## config.mk

```make
export PLATFORM = sky130hd
export DESIGN_NAME = run_sequencer_flat
export DESIGN_NICKNAME = d
export VERILOG_FILES = /design/src/rtl/run_seq_pkg.sv /design/src/rtl/run_seq_if.sv /design/src/rtl/xfer_counter.sv /design/src/rtl/run_sequencer.sv /design/src/flat_wrapper.sv
export SDC_FILE = /design/constraint.sdc
export NUM_CORES = 1
export LEC_CHECK = 0
export CAP_MARGIN = 25
export CORE_ASPECT_RATIO = 1.75
export CORE_MARGIN = 8
export CORE_UTILIZATION = 25
export DETAILED_ROUTE_END_ITERATION = 12
export GPL_TIMING_DRIVEN = 0
export SETUP_SLACK_MARGIN = 0.1
export SLEW_MARGIN = 20
export SYNTH_ARGS = -nofsm -noshare
export SYNTH_HDL_FRONTEND = slang
export SYNTH_SLANG_ARGS = --single-unit
export TNS_END_PERCENT = 30
```

## constraint.sdc

```tcl
create_clock -name clk -period 5.25 [get_ports clk]
set_input_delay 0.525 -clock clk [delete_from_list [all_inputs] [get_ports clk]]
set_output_delay 0.525 -clock clk [all_outputs]
set_load 0.01 [all_outputs]
```

## src/rtl/run_seq_pkg.sv

```systemverilog
// Shared types and default sizing for the run sequencer.
package run_seq_pkg;

  localparam int unsigned DefAw     = 8;
  localparam int unsigned DefCw     = 16;
  localparam int unsigned DefMaxCyc = 32'h0000_FFFF;

  typedef enum logic [2:0] {
    StIdle,
    StLoad,
    StRun,
    StDrain,
    StErr
  } seq_state_t;

endpackage

```

## src/rtl/run_seq_if.sv

```systemverilog
// Host, core and data-memory signals of the run sequencer.
// The master modport is the sequencer side; slave is the host/core/memory side.
interface run_seq_if import run_seq_pkg::*; #(
  parameter int unsigned AW = DefAw,
  parameter int unsigned CW = DefCw
) ();

  logic          start;
  logic [AW:0]   ld_count;
  logic [AW-1:0] rs_base;
  logic [AW:0]   rs_count;
  logic          ld_valid;
  logic          ld_ready;
  logic [7:0]    ld_data;
  logic          rs_valid;
  logic          rs_ready;
  logic [7:0]    rs_data;
  logic          core_reset;
  logic          core_done;
  logic          mem_sel;
  logic [AW-1:0] mem_addr;
  logic [7:0]    mem_wdat;
  logic          mem_we;
  logic [7:0]    mem_rdat;
  logic          busy;
  logic          error;
  logic          run_done;
  logic [CW-1:0] run_cycles;

  modport master (
    input  start, ld_count, rs_base, rs_count, ld_valid, ld_data, rs_ready, core_done, mem_rdat,
    output ld_ready, rs_valid, rs_data, core_reset, mem_sel, mem_addr, mem_wdat, mem_we,
           busy, error, run_done, run_cycles
  );

  modport slave (
    output start, ld_count, rs_base, rs_count, ld_valid, ld_data, rs_ready, core_done, mem_rdat,
    input  ld_ready, rs_valid, rs_data, core_reset, mem_sel, mem_addr, mem_wdat, mem_we,
           busy, error, run_done, run_cycles
  );

endinterface

```

## src/rtl/xfer_counter.sv

```systemverilog
// Beat index shared by the preload and result-drain phases.
// One bit wider than the address so a full-memory transfer can be counted.
module xfer_counter import run_seq_pkg::*; #(
  parameter int unsigned AW = DefAw
) (
  input  logic          clk_i,
  input  logic          rst_ni,
  input  logic          clr_i,
  input  logic          inc_i,
  input  logic [AW:0]   target_i,
  output logic [AW-1:0] idx_o,
  output logic          last_o
);

  logic [AW:0] idx_q, idx_d;

  // Clear wins over increment.
  always_comb begin
    idx_d = idx_q;
    if (clr_i) begin
      idx_d = '0;
    end else if (inc_i) begin
      idx_d = idx_q + (AW+1)'(1);
    end
  end

  // Index register.
  always_ff @(posedge clk_i or negedge rst_ni) begin
    if (!rst_ni) begin
      idx_q <= '0;
    end else begin
      idx_q <= idx_d;
    end
  end

  assign idx_o  = idx_q[AW-1:0];
  assign last_o = ((idx_q + (AW+1)'(1)) == target_i);

endmodule

```

## src/rtl/run_sequencer.sv

```systemverilog
// Preloads data memory, runs the core until done or timeout, then drains a
// result window back to the host.
module run_sequencer import run_seq_pkg::*; #(
  parameter int unsigned AW      = DefAw,
  parameter int unsigned CW      = DefCw,
  parameter int unsigned MAX_CYC = DefMaxCyc
) (
  input logic       clk,
  input logic       reset,
  run_seq_if.master bus
);

  localparam logic [CW-1:0] MaxCycM1 = CW'(MAX_CYC - 1);

  seq_state_t    state_q, state_d;
  logic [AW:0]   ld_count_q, rs_count_q;
  logic [AW-1:0] rs_base_q;
  logic [CW-1:0] run_cycles_q, run_cycles_d;
  logic          error_q, error_d;
  logic          run_done_q, run_done_d;
  logic          latch_en;
  logic          cnt_clr, cnt_inc, cnt_last;
  logic [AW:0]   cnt_target;
  logic [AW-1:0] cnt_idx;

  assign cnt_target = (state_q == StDrain) ? rs_count_q : ld_count_q;

  xfer_counter #(
    .AW (AW)
  ) u_xfer_counter (
    .clk_i    (clk),
    .rst_ni   (reset),
    .clr_i    (cnt_clr),
    .inc_i    (cnt_inc),
    .target_i (cnt_target),
    .idx_o    (cnt_idx),
    .last_o   (cnt_last)
  );

  // Next-state, counter control and status updates.
  always_comb begin
    state_d      = state_q;
    run_cycles_d = run_cycles_q;
    error_d      = error_q;
    run_done_d   = 1'b0;
    latch_en     = 1'b0;
    cnt_clr      = 1'b0;
    cnt_inc      = 1'b0;
    case (state_q)
      StIdle, StErr: begin
        if (bus.start) begin
          latch_en     = 1'b1;
          cnt_clr      = 1'b1;
          error_d      = 1'b0;
          run_cycles_d = '0;
          state_d      = (bus.ld_count == '0) ? StRun : StLoad;
        end
      end
      StLoad: begin
        if (bus.ld_valid) begin
          cnt_inc = 1'b1;
          if (cnt_last) begin
            cnt_clr = 1'b1;
            state_d = StRun;
          end
        end
      end
      StRun: begin
        run_cycles_d = run_cycles_q + CW'(1);
        // run_cycles_q is zero only in the first RUN cycle, while the core leaves reset.
        if ((run_cycles_q != '0) && bus.core_done) begin
          if (rs_count_q == '0) begin
            state_d    = StIdle;
            run_done_d = 1'b1;
          end else begin
            state_d = StDrain;
          end
        end else if (run_cycles_q == MaxCycM1) begin
          state_d = StErr;
          error_d = 1'b1;
        end
      end
      StDrain: begin
        if (bus.rs_ready) begin
          cnt_inc = 1'b1;
          if (cnt_last) begin
            state_d    = StIdle;
            run_done_d = 1'b1;
          end
        end
      end
      default: state_d = StIdle;
    endcase
  end

  // State, status and latched run parameters.
  always_ff @(posedge clk or negedge reset) begin
    if (!reset) begin
      state_q      <= StIdle;
      run_cycles_q <= '0;
      error_q      <= 1'b0;
      run_done_q   <= 1'b0;
      ld_count_q   <= '0;
      rs_count_q   <= '0;
      rs_base_q    <= '0;
    end else begin
      state_q      <= state_d;
      run_cycles_q <= run_cycles_d;
      error_q      <= error_d;
      run_done_q   <= run_done_d;
      if (latch_en) begin
        ld_count_q <= bus.ld_count;
        rs_count_q <= bus.rs_count;
        rs_base_q  <= bus.rs_base;
      end
    end
  end

  // Outputs decoded from state; only mem_we and rs_data see inputs combinationally.
  always_comb begin
    bus.busy       = 1'b0;
    bus.core_reset = 1'b1;
    bus.mem_sel    = 1'b1;
    bus.ld_ready   = 1'b0;
    bus.rs_valid   = 1'b0;
    bus.mem_addr   = '0;
    bus.mem_wdat   = '0;
    bus.mem_we     = 1'b0;
    bus.rs_data    = '0;
    unique case (state_q)
      StLoad: begin
        bus.busy     = 1'b1;
        bus.ld_ready = 1'b1;
        bus.mem_addr = cnt_idx;
        bus.mem_wdat = bus.ld_data;
        bus.mem_we   = bus.ld_valid;
      end
      StRun: begin
        bus.busy       = 1'b1;
        bus.core_reset = 1'b0;
        bus.mem_sel    = 1'b0;
      end
      StDrain: begin
        bus.busy     = 1'b1;
        bus.rs_valid = 1'b1;
        // Wraps past the top of memory.
        bus.mem_addr = rs_base_q + cnt_idx;
        bus.rs_data  = bus.mem_rdat;
      end
      default: ;
    endcase
  end

  assign bus.error      = error_q;
  assign bus.run_done   = run_done_q;
  assign bus.run_cycles = run_cycles_q;

endmodule

```

## src/flat_wrapper.sv

```systemverilog
// flat-port wrapper written by rule: the top's interface ports become plain ports
module run_sequencer_flat import run_seq_pkg::*;
#(
  parameter int unsigned AW      = DefAw,
  parameter int unsigned CW      = DefCw,
  parameter int unsigned MAX_CYC = DefMaxCyc
)
  (clk, reset, bus_start, bus_ld_count, bus_rs_base, bus_rs_count, bus_ld_valid, bus_ld_data, bus_rs_ready, bus_core_done, bus_mem_rdat, bus_ld_ready, bus_rs_valid, bus_rs_data, bus_core_reset, bus_mem_sel, bus_mem_addr, bus_mem_wdat, bus_mem_we, bus_busy, bus_error, bus_run_done, bus_run_cycles);
  run_seq_if #(.AW(AW), .CW(CW)) bus_i ();
  input logic clk;
  input logic reset;
  input wire logic [$bits(bus_i.start)-1:0] bus_start;
  input wire logic [$bits(bus_i.ld_count)-1:0] bus_ld_count;
  input wire logic [$bits(bus_i.rs_base)-1:0] bus_rs_base;
  input wire logic [$bits(bus_i.rs_count)-1:0] bus_rs_count;
  input wire logic [$bits(bus_i.ld_valid)-1:0] bus_ld_valid;
  input wire logic [$bits(bus_i.ld_data)-1:0] bus_ld_data;
  input wire logic [$bits(bus_i.rs_ready)-1:0] bus_rs_ready;
  input wire logic [$bits(bus_i.core_done)-1:0] bus_core_done;
  input wire logic [$bits(bus_i.mem_rdat)-1:0] bus_mem_rdat;
  output wire logic [$bits(bus_i.ld_ready)-1:0] bus_ld_ready;
  output wire logic [$bits(bus_i.rs_valid)-1:0] bus_rs_valid;
  output wire logic [$bits(bus_i.rs_data)-1:0] bus_rs_data;
  output wire logic [$bits(bus_i.core_reset)-1:0] bus_core_reset;
  output wire logic [$bits(bus_i.mem_sel)-1:0] bus_mem_sel;
  output wire logic [$bits(bus_i.mem_addr)-1:0] bus_mem_addr;
  output wire logic [$bits(bus_i.mem_wdat)-1:0] bus_mem_wdat;
  output wire logic [$bits(bus_i.mem_we)-1:0] bus_mem_we;
  output wire logic [$bits(bus_i.busy)-1:0] bus_busy;
  output wire logic [$bits(bus_i.error)-1:0] bus_error;
  output wire logic [$bits(bus_i.run_done)-1:0] bus_run_done;
  output wire logic [$bits(bus_i.run_cycles)-1:0] bus_run_cycles;
  assign bus_i.start = bus_start;
  assign bus_i.ld_count = bus_ld_count;
  assign bus_i.rs_base = bus_rs_base;
  assign bus_i.rs_count = bus_rs_count;
  assign bus_i.ld_valid = bus_ld_valid;
  assign bus_i.ld_data = bus_ld_data;
  assign bus_i.rs_ready = bus_rs_ready;
  assign bus_i.core_done = bus_core_done;
  assign bus_i.mem_rdat = bus_mem_rdat;
  assign bus_ld_ready = bus_i.ld_ready;
  assign bus_rs_valid = bus_i.rs_valid;
  assign bus_rs_data = bus_i.rs_data;
  assign bus_core_reset = bus_i.core_reset;
  assign bus_mem_sel = bus_i.mem_sel;
  assign bus_mem_addr = bus_i.mem_addr;
  assign bus_mem_wdat = bus_i.mem_wdat;
  assign bus_mem_we = bus_i.mem_we;
  assign bus_busy = bus_i.busy;
  assign bus_error = bus_i.error;
  assign bus_run_done = bus_i.run_done;
  assign bus_run_cycles = bus_i.run_cycles;
  run_sequencer #(.AW(AW), .CW(CW), .MAX_CYC(MAX_CYC)) u_core (.clk(clk), .reset(reset), .bus(bus_i));
endmodule
```

==> impl_metrics.toml <==
[cts]
clockRootBuffer = "clkbuf_16"
cts_tree = "built"
numCtsBuffers = 5
htreeDepth = 2
postCtsHoldBufs = 0
post_cts_buffers = 0
clock_latency_ns = 0.30
clk_pin_slew_worst_paths_ns = 0.07
cts_resized = 0
cts_buffer_depth = 2
cts.sinks = 56

[global_route]
grt_first_pass_wirelength_mm = 17.0
grt_max_degree = 57
antenna_found_initial = 0
grt_pass1_vias = 3282
gr-total-overflow = 0
grt_util_all_layers_pct = 11.6

[synthesis]
synth_seq_area_share_pct = 40.0
yosysTopAreaCellShare_pct = 40.0
synth_area_leaders = "dfrtp_1, nand2_1, mux2i_1"
synth_edf_count = 0
synth_most_common_cell = "nand2_1"
ys_types = 55
ys_ff_latch = 56
synth_warnings = 0
synth_area_sq_um = 3500
syn_avg_cell_area_sq_um = 8.73
syn_inst = 401
syn_nets = 461
async_flop_share_pct = 100
synth.largest_area_cell = "dfrtp_1"
ys.flop_type = "dfrtp_1"
yosys-top-cells-count = "nand2_1, dfrtp_1, nor2_1"

[worst_setup_path]
path_buf_inv = 1
required_ns = 4.72
startpoint_type = "flip-flop"
critical_path.top_delay_family = "compound AO/OA/AOI/OAI gates"
crit_path_max_incr_delay_ns = 0.78
crit_top_cell = "o21ai_0"
critPathCaptureType = "output port"
cp.arrival_ns = 3.45
worstSetupStartpoint = "u_core.u_xfer_counter.idx_q[1]"
r2r_slack_ns = 2.83
critPathMaxFanout = 6
reg2reg_depth = 8
worstPathCellList = "ha_1 -> a21o_1 -> a21oi_1 -> o21ai_0 -> a2111oi_0 -> o211a_1 -> o21ai_0 -> o31ai_1 -> clkdlybuf4s50_1"
reg2reg_to = "u_core.state_q[1]"
worst_r2r_startpoint = "u_core.u_xfer_counter.idx_q[0]"
worst_path_max_delay_cell = "a2111oi_0"
crit_type = "flip-flop to output port"

[final_layout]
final_nets = 563
drive_gt1_share_pct = 6.77
diodes = 0
final_cells = 679
area_growth_syn_to_layout_pct = 37.8
fin_util_pct = 35.1

[timing]
finalHoldViolCount = 0
skew_ns = 0.00725
rsz0062_at_grt = "false"
fmaxAchievable_ghz = 0.252
fin_crit_sh_pct = 75.7
final_max_slew_viol_count = 0
relSlewSlack_pct = 45.4
holdWs_ns = 0.264
tns_ns = 0
setup-violations-final = 0
tightest_slew_ns = 0.798
fin_crit_ns = 3.97
layout_setup_ws_ns = 1.28

[detailed_routing]
wl_mm = 10.5
wire_per_inst_microns = 15.4
vias = 3147
drt_iter0_drc = 78
routed_via_density = 4.63
postRouteAntennaNets = 0
drc = 0
drtPass1Iterations = 4

[power_and_ir_drop]
p_seq_share_pct = 29.0
p_leak_nw = 2.11
ir_worst_vdd_mv = 0.232
swShare_pct = 40.2
power_frac_comb_pct = 57.5
p_clk_share_pct = 13.5
p_int_mw = 1.65
power_density_nw_per_um2 = 570
p_sw_mw = 1.10

[placement]
dpl.hpwl_mm = 8.45
dp_slack_ns = 1.58
placed_cells = 673
portBuffers = 95
gp_congestion = 0.835

[min_path]
hp-class = "input port to async pin"

[floorplanning]
die_h_microns = 173
core_area_sq_um = 13800
ios = 96
die-area_sq_um = 18200
num_rows = 57
initial_core_util_pct = 25.4
die_w_microns = 105

[status]
status = "complete, no violations"

[flow_run]
maxCapViolations = 0
## layer usage
layer | track usage (%) | part of all wire (%) | up-vias | wire length, microns
li1 | - | - | 1562 | -
met1 | 11.3 | 36 | 1505 | 3800
met2 | 22.9 | 58 | 59 | 6100
met3 | 1.82 | 2.8 | 21 | 291
met4 | 5.33 | 2.7 | 0 | 280
met5 | 0 | 0 | - | 0
## power groups by stage
stage / clock network, mW / logic [mW] / registers (mW)
final: 0.372 / 1.58 / 0.798
after global routing: 0.397 / 1.73 / 0.831
after CTS: 0.382 / 1.61 / 0.799
after detailed placement: 0 / 1.60 / 0.806
after global placement: 0 / 1.57 / 0.800
after floorplan: 0 / 0.953 / 0.771
## worst max path at each step
stage	endpoint	slack, ns	cells past startpoint
after floorplan	bus_mem_addr[7]	2.55	7
after global placement	bus_mem_addr[7]	1.59	8
after detailed placement	bus_mem_addr[7]	1.58	9
after CTS	bus_mem_addr[7]	1.25	8
after global routing	bus_mem_addr[7]	1.08	9
final	bus_mem_addr[7]	1.28	9
## per-stage QoR
step,power (mW),area (sq um)
floorplan,1.72,3500
global placement,2.37,4670
detailed placement,2.41,4670
CTS,2.79,4830
global route,2.96,4830
finish,2.75,4830
## placed cells by master (no fill, tap or decap), types with 3 or more instances in the layout
| cell | count |
|---|---|
| nand2_1 | 94 |
| clkdlybuf4s50_1 | 94 |
| dfrtp_1 | 56 |
| nor2_1 | 24 |
| o21ai_0 | 22 |
| and2_1 | 18 |
| nand3_1 | 17 |
| mux2i_1 | 16 |
| xnor2_1 | 15 |
| clkbuf_1 | 11 |
| ha_1 | 11 |
| a21oi_1 | 10 |
| inv_1 | 8 |
| nor3_1 | 8 |
| nand4_1 | 8 |
| xor2_1 | 8 |
| nor2_2 | 8 |
| nor4_1 | 5 |
| and3_1 | 5 |
| clkbuf_16 | 5 |
| a21o_1 | 4 |
| buf_6 | 3 |
| nor2b_1 | 3 |
| nor4b_1 | 3 |
| and4_1 | 3 |
## flip-flops by register name, indices dropped and copies added, names as in the netlist
name,flops
u_core.ld_count_q,9
u_core.state_q,3
u_core.u_xfer_counter.idx_q,9
u_core.rs_count_q,9
u_core.bus.run_done,1
u_core.bus.error,1
u_core.bus.run_cycles,16
u_core.rs_base_q,8
## cells by family after synthesis
family	after synthesis	synth area share, %
mux	21	6.72
simple gates	206	28.3
compound gates	53	9.79
flops	56	40.0
buf+inv	29	4.25
fa+ha+maj	12	4.50
xor+xnor	24	6.40
## final cells by class
type | instances | area, sq um
buffer | 20 | 115
fill | 1395 | 8940
clock inverter | 1 | 30.0
tap | 177 | 221
sequential | 56 | 1400
multi-input combinational | 316 | 1950
timing repair buffer | 95 | 948
clock buffer | 5 | 125
inverter | 9 | 33.8
Note: power is estimated with default switching activity, not from simulation.
